==> src/rtl/rf_wb_scoreboard_pkg.sv <==
// Shared constants and types for the register-file writeback scoreboard.
// Imported by the top module and its load skid buffer.
package rf_wb_scoreboard_pkg;

    localparam int XLEN            = 32;
    localparam int REG_ADDR_W      = 5;
    localparam int NUM_REGS        = 32;
    localparam int MAX_OUTSTANDING = 2;
    localparam int CNT_W           = 3;

    typedef logic [REG_ADDR_W-1:0] reg_addr_t;

    typedef enum logic [1:0] {
        WB_NONE,
        WB_ALU,
        WB_BUF,
        WB_LOAD
    } wb_src_e;

endpackage

==> src/rtl/wb_skid_buf.sv <==
// One-entry skid buffer for load returns that lose the write port to the ALU.
// Accepts only when empty; drains whenever the ALU leaves the port idle.
module wb_skid_buf
    import rf_wb_scoreboard_pkg::*;
#(
    parameter int DW = XLEN
) (
    input  logic          clk,
    input  logic          rst_n,
    input  logic          i_valid,
    input  reg_addr_t     i_rd,
    input  logic [DW-1:0] i_data,
    input  logic          i_port_busy,
    output logic          o_ready,
    output logic          o_valid,
    output reg_addr_t     o_rd,
    output logic [DW-1:0] o_data,
    output logic          o_drain
);

    logic          r_valid;
    reg_addr_t     r_rd;
    logic [DW-1:0] r_data;
    logic          w_capture;

    assign o_ready   = !r_valid;
    assign w_capture = i_valid && !r_valid && i_port_busy;
    assign o_drain   = r_valid && !i_port_busy;
    assign o_valid   = r_valid;
    assign o_rd      = r_rd;
    assign o_data    = r_data;

    always_ff @(posedge clk or negedge rst_n) begin
        if (!rst_n) begin
            r_valid <= 1'b0;
            r_rd    <= '0;
            r_data  <= '0;
        end else if (w_capture) begin
            r_valid <= 1'b1;
            r_rd    <= i_rd;
            r_data  <= i_data;
        end else if (o_drain) begin
            r_valid <= 1'b0;
        end
    end

endmodule

==> src/rtl/rf_wb_scoreboard.sv <==
// Register-file write-port arbiter (ALU > buffered load > direct load) and
// load scoreboard that stalls issue on RAW/WAW hazards or a full load budget.
module rf_wb_scoreboard #(
    parameter int XLEN            = rf_wb_scoreboard_pkg::XLEN,
    parameter int MAX_OUTSTANDING = rf_wb_scoreboard_pkg::MAX_OUTSTANDING,
    parameter int CNT_W           = rf_wb_scoreboard_pkg::CNT_W
) (
    input  logic            clk,
    input  logic            rst_n,
    input  logic            issue_valid,
    input  logic [4:0]      issue_rs1,
    input  logic [4:0]      issue_rs2,
    input  logic            issue_rs1_used,
    input  logic            issue_rs2_used,
    input  logic [4:0]      issue_rd,
    input  logic            issue_wen,
    input  logic            issue_is_load,
    output logic            issue_stall,
    input  logic            alu_wen,
    input  logic [4:0]      alu_rd,
    input  logic [XLEN-1:0] alu_wdata,
    input  logic            ld_valid,
    input  logic [4:0]      ld_rd,
    input  logic [XLEN-1:0] ld_wdata,
    output logic            ld_ready,
    output logic            rf_wen,
    output logic [4:0]      rf_rd,
    output logic [XLEN-1:0] rf_wdata
);

    import rf_wb_scoreboard_pkg::*;

    logic [NUM_REGS-1:0] r_pending;
    logic [CNT_W-1:0]    r_cnt;

    logic            w_buf_valid;
    reg_addr_t       w_buf_rd;
    logic [XLEN-1:0] w_buf_data;
    logic            w_buf_drain;
    logic            w_ld_acc;
    logic            w_ld_direct;
    logic            w_retire;
    reg_addr_t       w_retire_rd;
    logic            w_load_issue;
    logic            w_raw;
    logic            w_waw;
    logic            w_full;
    wb_src_e         w_src;

    wb_skid_buf #(
        .DW (XLEN)
    ) u_skid (
        .clk         (clk),
        .rst_n       (rst_n),
        .i_valid     (ld_valid),
        .i_rd        (ld_rd),
        .i_data      (ld_wdata),
        .i_port_busy (alu_wen),
        .o_ready     (ld_ready),
        .o_valid     (w_buf_valid),
        .o_rd        (w_buf_rd),
        .o_data      (w_buf_data),
        .o_drain     (w_buf_drain)
    );

    assign w_ld_acc    = ld_valid && ld_ready;
    assign w_ld_direct = w_ld_acc && !alu_wen;
    assign w_retire    = w_buf_drain || w_ld_direct;
    assign w_retire_rd = w_buf_valid ? w_buf_rd : ld_rd;

    // Hazard checks see only registered state; a same-cycle retire releases next cycle.
    assign w_raw = (issue_rs1_used && r_pending[issue_rs1])
                || (issue_rs2_used && r_pending[issue_rs2]);
    assign w_waw  = issue_wen && r_pending[issue_rd];
    assign w_full = issue_is_load && (r_cnt == CNT_W'(MAX_OUTSTANDING));

    assign issue_stall  = issue_valid && (w_raw || w_waw || w_full);
    assign w_load_issue = issue_valid && !issue_stall && issue_is_load;

    always_comb begin
        w_src = WB_NONE;
        if (alu_wen)
            w_src = WB_ALU;
        else if (w_buf_valid)
            w_src = WB_BUF;
        else if (w_ld_acc)
            w_src = WB_LOAD;
    end

    always_comb begin
        rf_wen   = 1'b0;
        rf_rd    = '0;
        rf_wdata = '0;
        unique case (w_src)
            WB_ALU: begin
                rf_wen   = (alu_rd != '0);
                rf_rd    = alu_rd;
                rf_wdata = alu_wdata;
            end
            WB_BUF: begin
                rf_wen   = (w_buf_rd != '0);
                rf_rd    = w_buf_rd;
                rf_wdata = w_buf_data;
            end
            WB_LOAD: begin
                rf_wen   = (ld_rd != '0);
                rf_rd    = ld_rd;
                rf_wdata = ld_wdata;
            end
            default: ;
        endcase
    end

    always_ff @(posedge clk or negedge rst_n) begin
        if (!rst_n) begin
            r_pending <= '0;
        end else begin
            logic [NUM_REGS-1:0] v_next;
            v_next = r_pending;
            if (w_retire)
                v_next[w_retire_rd] = 1'b0;
            if (w_load_issue)
                v_next[issue_rd] = 1'b1;
            v_next[0] = 1'b0;
            r_pending <= v_next;
        end
    end

    always_ff @(posedge clk or negedge rst_n) begin
        if (!rst_n) begin
            r_cnt <= '0;
        end else if (w_load_issue && !w_retire) begin
            r_cnt <= r_cnt + 1'b1;
        end else if (w_retire && !w_load_issue && r_cnt != '0) begin
            r_cnt <= r_cnt - 1'b1;
        end
    end

    // A retire with no load outstanding means the memory side broke protocol.
    a_no_underflow: assert property (
        @(posedge clk) disable iff (!rst_n)
        !(w_retire && !w_load_issue && r_cnt == '0)
    );

endmodule

==> config.mk <==
export PLATFORM = sky130hd
export DESIGN_NAME = rf_wb_scoreboard
export DESIGN_NICKNAME = d
export VERILOG_FILES = /design/src/rtl/rf_wb_scoreboard_pkg.sv /design/src/rtl/wb_skid_buf.sv /design/src/rtl/rf_wb_scoreboard.sv
export SDC_FILE = /design/constraint.sdc
export NUM_CORES = 1
export LEC_CHECK = 0
export ABC_AREA = 0
export CAP_MARGIN = 5
export CORE_MARGIN = 5
export CORE_UTILIZATION = 35
export CTS_CLUSTER_DIAMETER = 100
export DETAILED_ROUTE_END_ITERATION = 8
export MAX_ROUTING_LAYER = met4
export PLACE_DENSITY = 0.62
export SYNTH_ARGS = -nofsm -noshare
export SYNTH_HDL_FRONTEND = slang
export SYNTH_SLANG_ARGS = --single-unit
==> constraint.sdc <==
create_clock -name clk -period 9.7 [get_ports clk]
set_clock_uncertainty 0.05 [all_clocks]
set_input_delay 1.94 -clock clk [delete_from_list [all_inputs] [get_ports clk]]
set_output_delay 1.94 -clock clk [all_outputs]
set_load 0.02 [all_outputs]
Word level (Yosys, flattened, before mapping) --
Cells that the tools add are included.
Word-level totals: input bits 98, output and inout bits 40, logic and storage cells 74, flip-flop bits (word level) 72
Operators by class: muxes and demuxes 23, bitwise logic cells 3, equality and inequality tests 4, add/subtract/negate cells 2, $lt $le $gt $ge 6, reductions and logical operators 31
Operators with widths (number):
- one-hot mux 32 bit (3 select lines) | 1
- 2-to-1 mux 32 bit | 2
- AND 32 bit | 1
- NOT 32 bit | 1
- OR 32 bit | 1
- less-than comparator 5 x 6 -> 1 bit, second input constant | 4
- logical AND 1 bit | 16
- binary-select mux 1 bit (select 5 bit) | 3
- one-hot mux 5 bit (3 select lines) | 1
- nonzero test 5 bit | 3
- demux 1 bit (select 5 bit) | 2
- >= comparator 5 x 1 -> 1 bit, second input constant | 2
- 2-to-1 mux 1 bit | 7
- 2-to-1 mux 2 bit | 3
- 2-to-1 mux 3 bit | 2
- zero test 1 bit | 5
- 2-to-1 mux 5 bit | 1
- equality test 2 bit, second input constant | 2
- logical OR 1 bit | 4
- nonzero test 2 bit | 2
- adder 3 x 1 -> 3 bit, second input constant | 1
- equality test 3 x 2 -> 1 bit, second input constant | 1
- one-hot mux 1 bit (3 select lines) | 1
- nonzero test 3 bit | 1
- other kinds (2) | 2

Longest topological paths before layout --
Gate-level depths: netlist of run 1.
depth after elaboration 15, depth in mapped cells 14, gate-level depth less buffers 11

Modules after synthesis --
Synthesis of run 1 repeated with hierarchy kept, for this count alone.
Second synthesis, totals: cells, all modules 526, area, all modules 5022.3 sq um
Modules (own cells, without submodules):
- rf_wb_scoreboard | times used 1, area an instance 3448.3 sq um, cells an instance 443
- wb_skid_buf | times used 1, area an instance 1574.0 sq um, cells an instance 83

Worst setup path before layout of run 1 --
OpenSTA, ideal clock, no wires.
kind input to output, start input issue_rs1[0], end output issue_stall, stages 6, arrival time 4018 ps, path slack 3692 ps, path buffers 1, cell sequence clkbuf_1 mux4_2 mux4_2 o211a_1 a21oi_2 a21boi_0
On the way: longest elaborated chain between the ends 7
Ends and longest elaborated chain:
- from (decl) | line rf_wb_scoreboard.sv:11 | input logic [4:0] issue_rs1,
- binary-select mux 1 bit (select 5 bit) | line rf_wb_scoreboard.sv:72 | assign w_raw = (issue_rs1_used && r_pending[issue_rs1])
- 2-to-1 mux 1 bit (implied by the code) | line rf_wb_scoreboard.sv:72
- logical AND 1 bit | line rf_wb_scoreboard.sv:72
- logical OR 1 bit | line rf_wb_scoreboard.sv:73 | || (issue_rs2_used && r_pending[issue_rs2]);
- logical OR 1 bit (2 in series) | line rf_wb_scoreboard.sv:77 | assign issue_stall = issue_valid && (w_raw || w_waw || w_full);
- logical AND 1 bit | line rf_wb_scoreboard.sv:77
- to (decl) | line rf_wb_scoreboard.sv:18 | output logic issue_stall,
Every way passes these cells. The select of a mux whose other input is x is not followed.

Worst setup path in the final report of run 1 --
start input issue_rd[1], end output issue_stall
On the way: longest elaborated chain between the ends 6
Ends and longest elaborated chain:
- from (decl) | line rf_wb_scoreboard.sv:15 | input logic [4:0] issue_rd,
- binary-select mux 1 bit (select 5 bit) | line rf_wb_scoreboard.sv:74 | assign w_waw = issue_wen && r_pending[issue_rd];
- 2-to-1 mux 1 bit (implied by the code) | line rf_wb_scoreboard.sv:74
- logical AND 1 bit | line rf_wb_scoreboard.sv:74
- logical OR 1 bit (2 in series) | line rf_wb_scoreboard.sv:77
- logical AND 1 bit | line rf_wb_scoreboard.sv:77
Every way passes these cells. The select of a mux whose other input is x is not followed.

==> impl_metrics.env, run 1 <==
export IMPL_status="finished, final reports clean"
export IMPL_syn_inst=489
export IMPL_cts_tree="yes"
export IMPL_cts_setup_buffers=0
export IMPL_first_pass_iters=5
export IMPL_cp_end_kind="output port"
export IMPL_worstSetupPathType="in -> out"
export IMPL_yosysMostFrequentCell="o21ai_0"
export IMPL_r2r_slack_ps=6210
export IMPL_period_share_pct=74.24
export IMPL_crit_fanout=22
export IMPL_cts_root_buffer="clkbuf_16"
export IMPL_hold_viol=0
export IMPL_io_buffers=137
export IMPL_chipHeight_um=126.9
export IMPL_wl_met2_um=6548
export IMPL_required_ps=7710
export IMPL_antenna_left=0
export IMPL_synth_top_area_share_pct=37.66
export IMPL_antenna_found_initial=0
export IMPL_worst_pin_slew_ps=1115
export IMPL_finalSetupTns_ps=0
export IMPL_clock_fmax_mhz=138.9
export IMPL_arrival_ps=5210
export IMPL_grt_first_pass_wirelength_um=24360
export IMPL_synthDominantAreaCellType="dfrtp_1"
export IMPL_die_area_mm2=0.01611
export IMPL_avgSynthCellArea_um2=9.784
export IMPL_relSlewSlack_pct=25.46
export IMPL_yosys_area_share_simple_pct=12.55
export IMPL_cts_resized=0
export IMPL_drive_gt1_share_pct=15.75
export IMPL_synthAdderAreaFrac_pct=0.4184
export IMPL_clk_latency_ps=330
export IMPL_synth_area_mm2=0.004785
export IMPL_htree_levels=3
export IMPL_ys_types=55
export IMPL_die_w_um=126.9
export IMPL_cap_viol_max_count=0
export IMPL_num_rows=42
export IMPL_ys_ff_latch=72
export IMPL_leakagePower_nw=2.612
export IMPL_hp_class="reg -> reg"
export IMPL_worst_path_buf_inv=2
export IMPL_gp_congestion=0.9265
export IMPL_grt_pass1_vias=4682
export IMPL_top_layer="met4"
export IMPL_total_power_w=0.001096
export IMPL_vias_per_cell=5.693
export IMPL_synth_compound_area_share_pct=23.56
export IMPL_power_density_mw_per_mm2=168.2
export IMPL_diodes=0
export IMPL_initial_utilization_pct=35.85
export IMPL_max_stage_delay_ps=1210
export IMPL_path_cells="clkdlybuf4s50_1, mux4_2, and3b_1, o22ai_1, nand3_1, a21oi_2, a21boi_0, clkdlybuf4s50_1"
export IMPL_cts_buffers=9
export IMPL_syn2layout_area_growth_pct=36.22
export IMPL_path_clk_slew_ps=60
export IMPL_track_usage_pct=19.22
export IMPL_wl_met3_um=1294
export IMPL_vias=4435
export IMPL_ios=138
export IMPL_grt_overflow=0
export IMPL_post_drt_wl_per_cell_um=18.99
export IMPL_slowest_stage="clkdlybuf4s50_1"
export IMPL_cts_sinks=72
export IMPL_ir_worst_vdd_mv=0.07682
export IMPL_fin_util_pct=48.83
export IMPL_synth_seq_area_share_pct=37.66
export IMPL_routedLengthMet1_um=6729
export IMPL_ys_flop_type="dfrtp_1"
export IMPL_fillers=1297
export IMPL_drt_total_wl_um=14790
export IMPL_grt_max_degree=82
export IMPL_yosys_mux_area_fraction_pct=21.44
export IMPL_multi_input_area_mm2=0.002776
export IMPL_ys_top_cells_by_area="dfrtp_1 (38%), mux2_2 (8.9%), mux4_2 (8.9%)"
export IMPL_drc=0
export IMPL_dp_hpwl_um=10890
export IMPL_yosys_warnings=0
export IMPL_synth_top_family_by_area="compound AO/OA/AOI/OAI gates"
export IMPL_fin_nets=697
export IMPL_cts_path_max_buffers=2
export IMPL_cp_start_kind="input pin"
export IMPL_dr_first_iter_drc_count=311
export IMPL_ff_latch_area_mm2=0.001803
export IMPL_synthArstFlopShare_pct=100.0
export IMPL_synth_edf_count=0
export IMPL_finalSetupViolations=0
export IMPL_synth_xor_area_share_pct=0
export IMPL_rsz0062_at_grt="false"
export IMPL_synth_cells_most_frequent="o21ai_0 (79), dfrtp_1 (72), nand2_1 (57)"
export IMPL_fin_crit_ps=7201
export IMPL_synth_nets=588
export IMPL_maxSlewViolCount=0
export IMPL_core_area_mm2=0.01335
export IMPL_critical_path_top_delay_family="buffers and inverters"
export IMPL_worst_path_most_repeated_cell="clkdlybuf4s50_1"
export IMPL_postCtsHoldBufs=0
## sequential cells by signal (all words and copies together) (netlist names)
signal / cells
u_skid.o_rd: 5
u_skid.o_valid: 1
u_skid.o_data: 32
r_cnt: 3
r_pending: 31
## cell usage in the layout, fill, tap and decap left out, drive strengths merged, types with 6 or more instances in the layout
cell | synthesis | layout
inv | 9 | 9
mux4 | 19 | 19
mux2i | 17 | 17
and3 | 11 | 11
o21ai | 80 | 80
dfrtp | 72 | 72
nor2 | 11 | 11
nand3 | 6 | 6
a22oi | 25 | 25
nand2 | 58 | 58
a21oi | 15 | 15
o41ai | 7 | 7
clkbuf | 29 | 10
o31ai | 26 | 26
mux2 | 38 | 38
clkdlybuf4s50 | 0 | 135
## stage by stage
stage	setup slack (ps)	hold WS, ps	area, um^2	cells
6_report	2499	457.5	6518	779
5_1_grt	2390	473.2	6518	779
4_1_cts	2519	460.1	6518	779
3_5_place_dp	2533	445.2	6220	763
3_3_place_gp	2566	438.6	6220	763
2_1_floorplan	3692	429.8	4785	489
## routing by layer
layer,up-vias,global-route usage (%)
met5,-,-
met1,2123,25.88
li1,2079,-
met3,16,4.918
met2,217,28.42
met4,0,6.246
## area by class of cell
cell class | count | share of cell area, %
sequential | 72 | 27.66
inverter | 9 | 0.5183
tap | 176 | 3.379
clock buffer | 10 | 3.667
timing repair buffer | 140 | 21.27
multi-input combinational | 366 | 42.60
clock inverter | 6 | 0.9023
## logic make-up after synthesis
logic type	Yosys count
buffers and inverters	51
DFF	72
adders and majority gates	1
muxes	74
and+or+nand+nor	120
AOI/OAI and AO/OA	171
## worst paths after layout
check / startpoint / to / depth (start not counted)
worst max-delay path: issue_rd[1] / issue_stall / 8
worst min-delay path: u_skid.o_data[20] / u_skid.o_data[20] / 1
worst max register to register: r_pending[7] / r_cnt[2] / 10
worst min register to register: u_skid.o_data[20] / u_skid.o_data[20] / 1
max in group asynchronous: rst_n / u_skid.o_valid / 1
min in group asynchronous: rst_n / r_pending[8] / 1
## power by group
group / internal [W] / total, W / leakage, nW / switching (W)
Combinational: 0.000181 / 0.000337 / 1.56 / 0.000156
Clock: 0.000204 / 0.000330 / 0.152 / 0.000125
Sequential: 0.000363 / 0.000429 / 0.897 / 0.0000662
Note: power is estimated with default switching activity, not from simulation.
==> run 2, diff against run 1 <==
--- a/config.mk
+++ b/config.mk
@@ -12,7 +12,7 @@
 export CTS_CLUSTER_DIAMETER = 100
 export DETAILED_ROUTE_END_ITERATION = 8
 export MAX_ROUTING_LAYER = met4
-export PLACE_DENSITY = 0.62
+export PLACE_DENSITY = 0.64
 export SYNTH_ARGS = -nofsm -noshare
 export SYNTH_HDL_FRONTEND = slang
 export SYNTH_SLANG_ARGS = --single-unit
==> constraint.sdc (replaced) <==
create_clock -name clk -period 6.6 [get_ports clk]
set_clock_uncertainty 0.05 [all_clocks]
set_input_delay 1.32 -clock clk [delete_from_list [all_inputs] [get_ports clk]]
set_output_delay 1.32 -clock clk [all_outputs]
set_load 0.02 [all_outputs]
==> impl_metrics.env, run 2 (synthesized netlist as in run 1, its figures left out) <==
export IMPL_period_share_pct=88.02
export IMPL_clock_fmax_mhz=172.1
export IMPL_worstSetupPathType="in -> out"
export IMPL_crit_fanout=8
export IMPL_path_cells="clkdlybuf4s50_1, mux4_2, mux4_2, or4b_4, nand2_1, a21boi_0, clkdlybuf4s50_1"
export IMPL_internal_power_w=0.001092
export IMPL_p_seq_share_pct=39.7
export IMPL_fin_nets=701
export IMPL_comb_power_share_pct=30.8
export IMPL_leakagePower_nw=2.619
export IMPL_cts_buffers=9
export IMPL_r2r_slack_ps=3120
export IMPL_chipHeight_um=126.9
export IMPL_finalSetupViolations=0
export IMPL_final_common_cell="clkdlybuf4s50_1"
export IMPL_die_area_mm2=0.01611
export IMPL_arrival_ps=4440
export IMPL_hold_path_depth=1
export IMPL_worst_pin_slew_ps=1134
export IMPL_fin_crit_ps=5809
export IMPL_max_stage_delay_ps=810
export IMPL_vias_per_cell=5.702
export IMPL_hold_viol=0
export IMPL_slowest_stage="clkdlybuf4s50_1"
export IMPL_pwr_share_clk_pct=29.5
export IMPL_dr_first_iter_drc_count=292
export IMPL_cts_root_buffer="clkbuf_16"
export IMPL_cts_tree="yes"
export IMPL_critical_path_top_delay_family="buffers and inverters"
export IMPL_clk_latency_ps=330
export IMPL_r2r_worst_path_cells=10
export IMPL_num_rows=42
export IMPL_cts_sinks=72
export IMPL_grt_pass1_vias=4698
export IMPL_vias=4465
export IMPL_path_clk_slew_ps=50
export IMPL_cts_path_max_buffers=2
export IMPL_die_w_um=126.9
export IMPL_drive_gt1_share_pct=15.98
export IMPL_status="finished, final reports clean"
export IMPL_io_buffers=137
export IMPL_maxSlewViolCount=0
export IMPL_post_drt_wl_per_cell_um=19.10
export IMPL_antenna_left=0
export IMPL_first_pass_iters=4
export IMPL_drt_total_wl_um=14950
export IMPL_hold_slack_ps=455.0
export IMPL_finalSetupTns_ps=0
export IMPL_cp_num_cells=7
export IMPL_required_ps=5230
export IMPL_initial_utilization_pct=35.85
export IMPL_cts_resized=0
export IMPL_cap_viol_max_count=0
export IMPL_drc=0
export IMPL_rsz0062_at_grt="false"
export IMPL_gp_congestion=0.9803
export IMPL_p_switching_w=0.0005086
export IMPL_syn2layout_area_growth_pct=36.64
export IMPL_cp_end_kind="output port"
export IMPL_hp_class="reg -> reg"
export IMPL_power_density_mw_per_mm2=244.8
export IMPL_worst_path_buf_inv=2
export IMPL_relSlewSlack_pct=24.40
export IMPL_diodes=0
export IMPL_largest_reg_flops=32
export IMPL_grt_overflow=0
export IMPL_postCtsHoldBufs=0
export IMPL_total_power_w=0.001600
export IMPL_ir_worst_vdd_mv=0.1276
export IMPL_track_usage_pct=19.58
export IMPL_swShare_pct=31.78
export IMPL_cts_setup_buffers=0
export IMPL_dp_hpwl_um=11200
export IMPL_core_area_mm2=0.01335
export IMPL_antenna_found_initial=0
export IMPL_grt_first_pass_wirelength_um=24640
export IMPL_htree_levels=3
export IMPL_cp_start_kind="input pin"
export IMPL_final_cell_mix="clkdlybuf4s50_1 (135), o21ai_0 (79), dfrtp_1 (72)"
export IMPL_ios=138
export IMPL_grt_max_degree=73
==> run 2: cell count changes in the layout (fill, tap and decap cells not counted) <==
| cell | delta |
|---|---|
| clkinv_2 | -1 |
| clkbuf_1 | +1 |
| buf_4 | +4 |
| clkbuf_8 | -1 |
| clkinv_4 | -1 |
| dfrtp_2 | -1 |
| dfrtp_1 | +1 |
| clkinvlp_4 | +2 |
==> run 2: layout make-up <==
class | instances | area, um^2
Clock buffer | 10 | 229.0
Fill cell | 1237 | 6810
Inverter | 9 | 33.78
Multi-Input combinational cell | 366 | 2776
Sequential cell | 72 | 1802
Tap cell | 176 | 220.2
Clock inverter | 6 | 60.06
Timing Repair Buffer | 144 | 1416
==> run 2: worst reg2reg max path, stage by stage (launching register included) <==
cell     delay [ps]
dfrtp_1         430
mux4_2          480
mux4_2          470
or4b_4          550
a21oi_4         210
nand3_1         130
fa_1            420
nand2_1         100
nor2_1           50
o211a_1         220
a211o_1         260
==> run 2: power by group through the flow <==
stage               Combinational, W  Sequential (W)  Clock (W)
global route                0.000544        0.000646   0.000512
floorplan                   0.000326        0.000595          0
CTS                         0.000499        0.000632   0.000487
detailed placement          0.000497        0.000640          0
global placement            0.000484        0.000634          0
finish                      0.000493        0.000636   0.000472
==> run 2: worst paths after layout <==
path,start,end
setup / recovery,issue_rs2[0],issue_stall
hold / removal,u_skid.o_data[30],u_skid.o_data[30]
setup reg to reg,r_pending[11],r_cnt[2]
hold reg to reg,u_skid.o_data[30],u_skid.o_data[30]
max in group asynchronous,rst_n,u_skid.o_data[11]
min in group asynchronous,rst_n,r_pending[3]
==> run 2: per-layer routing <==
layer  vias to the layer above  global-route usage, %  wire (um)
met2                       192                  28.74       6838
met5                         -                      -          0
met1                      2171                  26.42       6727
met4                         0                  5.741        195
li1                       2085                      -          -
met3                        17                  5.633       1191
==> run 2: metrics by stage <==
step | setup slack, ps | utilization (%) | cell area [um^2] | std cells
floorplan | 1832 | - | 4785 | 489
global placement | 806.5 | 46.81 | 6248 | 767
detailed placement | 770.1 | 46.81 | 6248 | 767
CTS | 765.8 | 48.98 | 6538 | 783
global route | 644.1 | 48.98 | 6538 | 783
finish | 790.5 | 48.98 | 6538 | 783
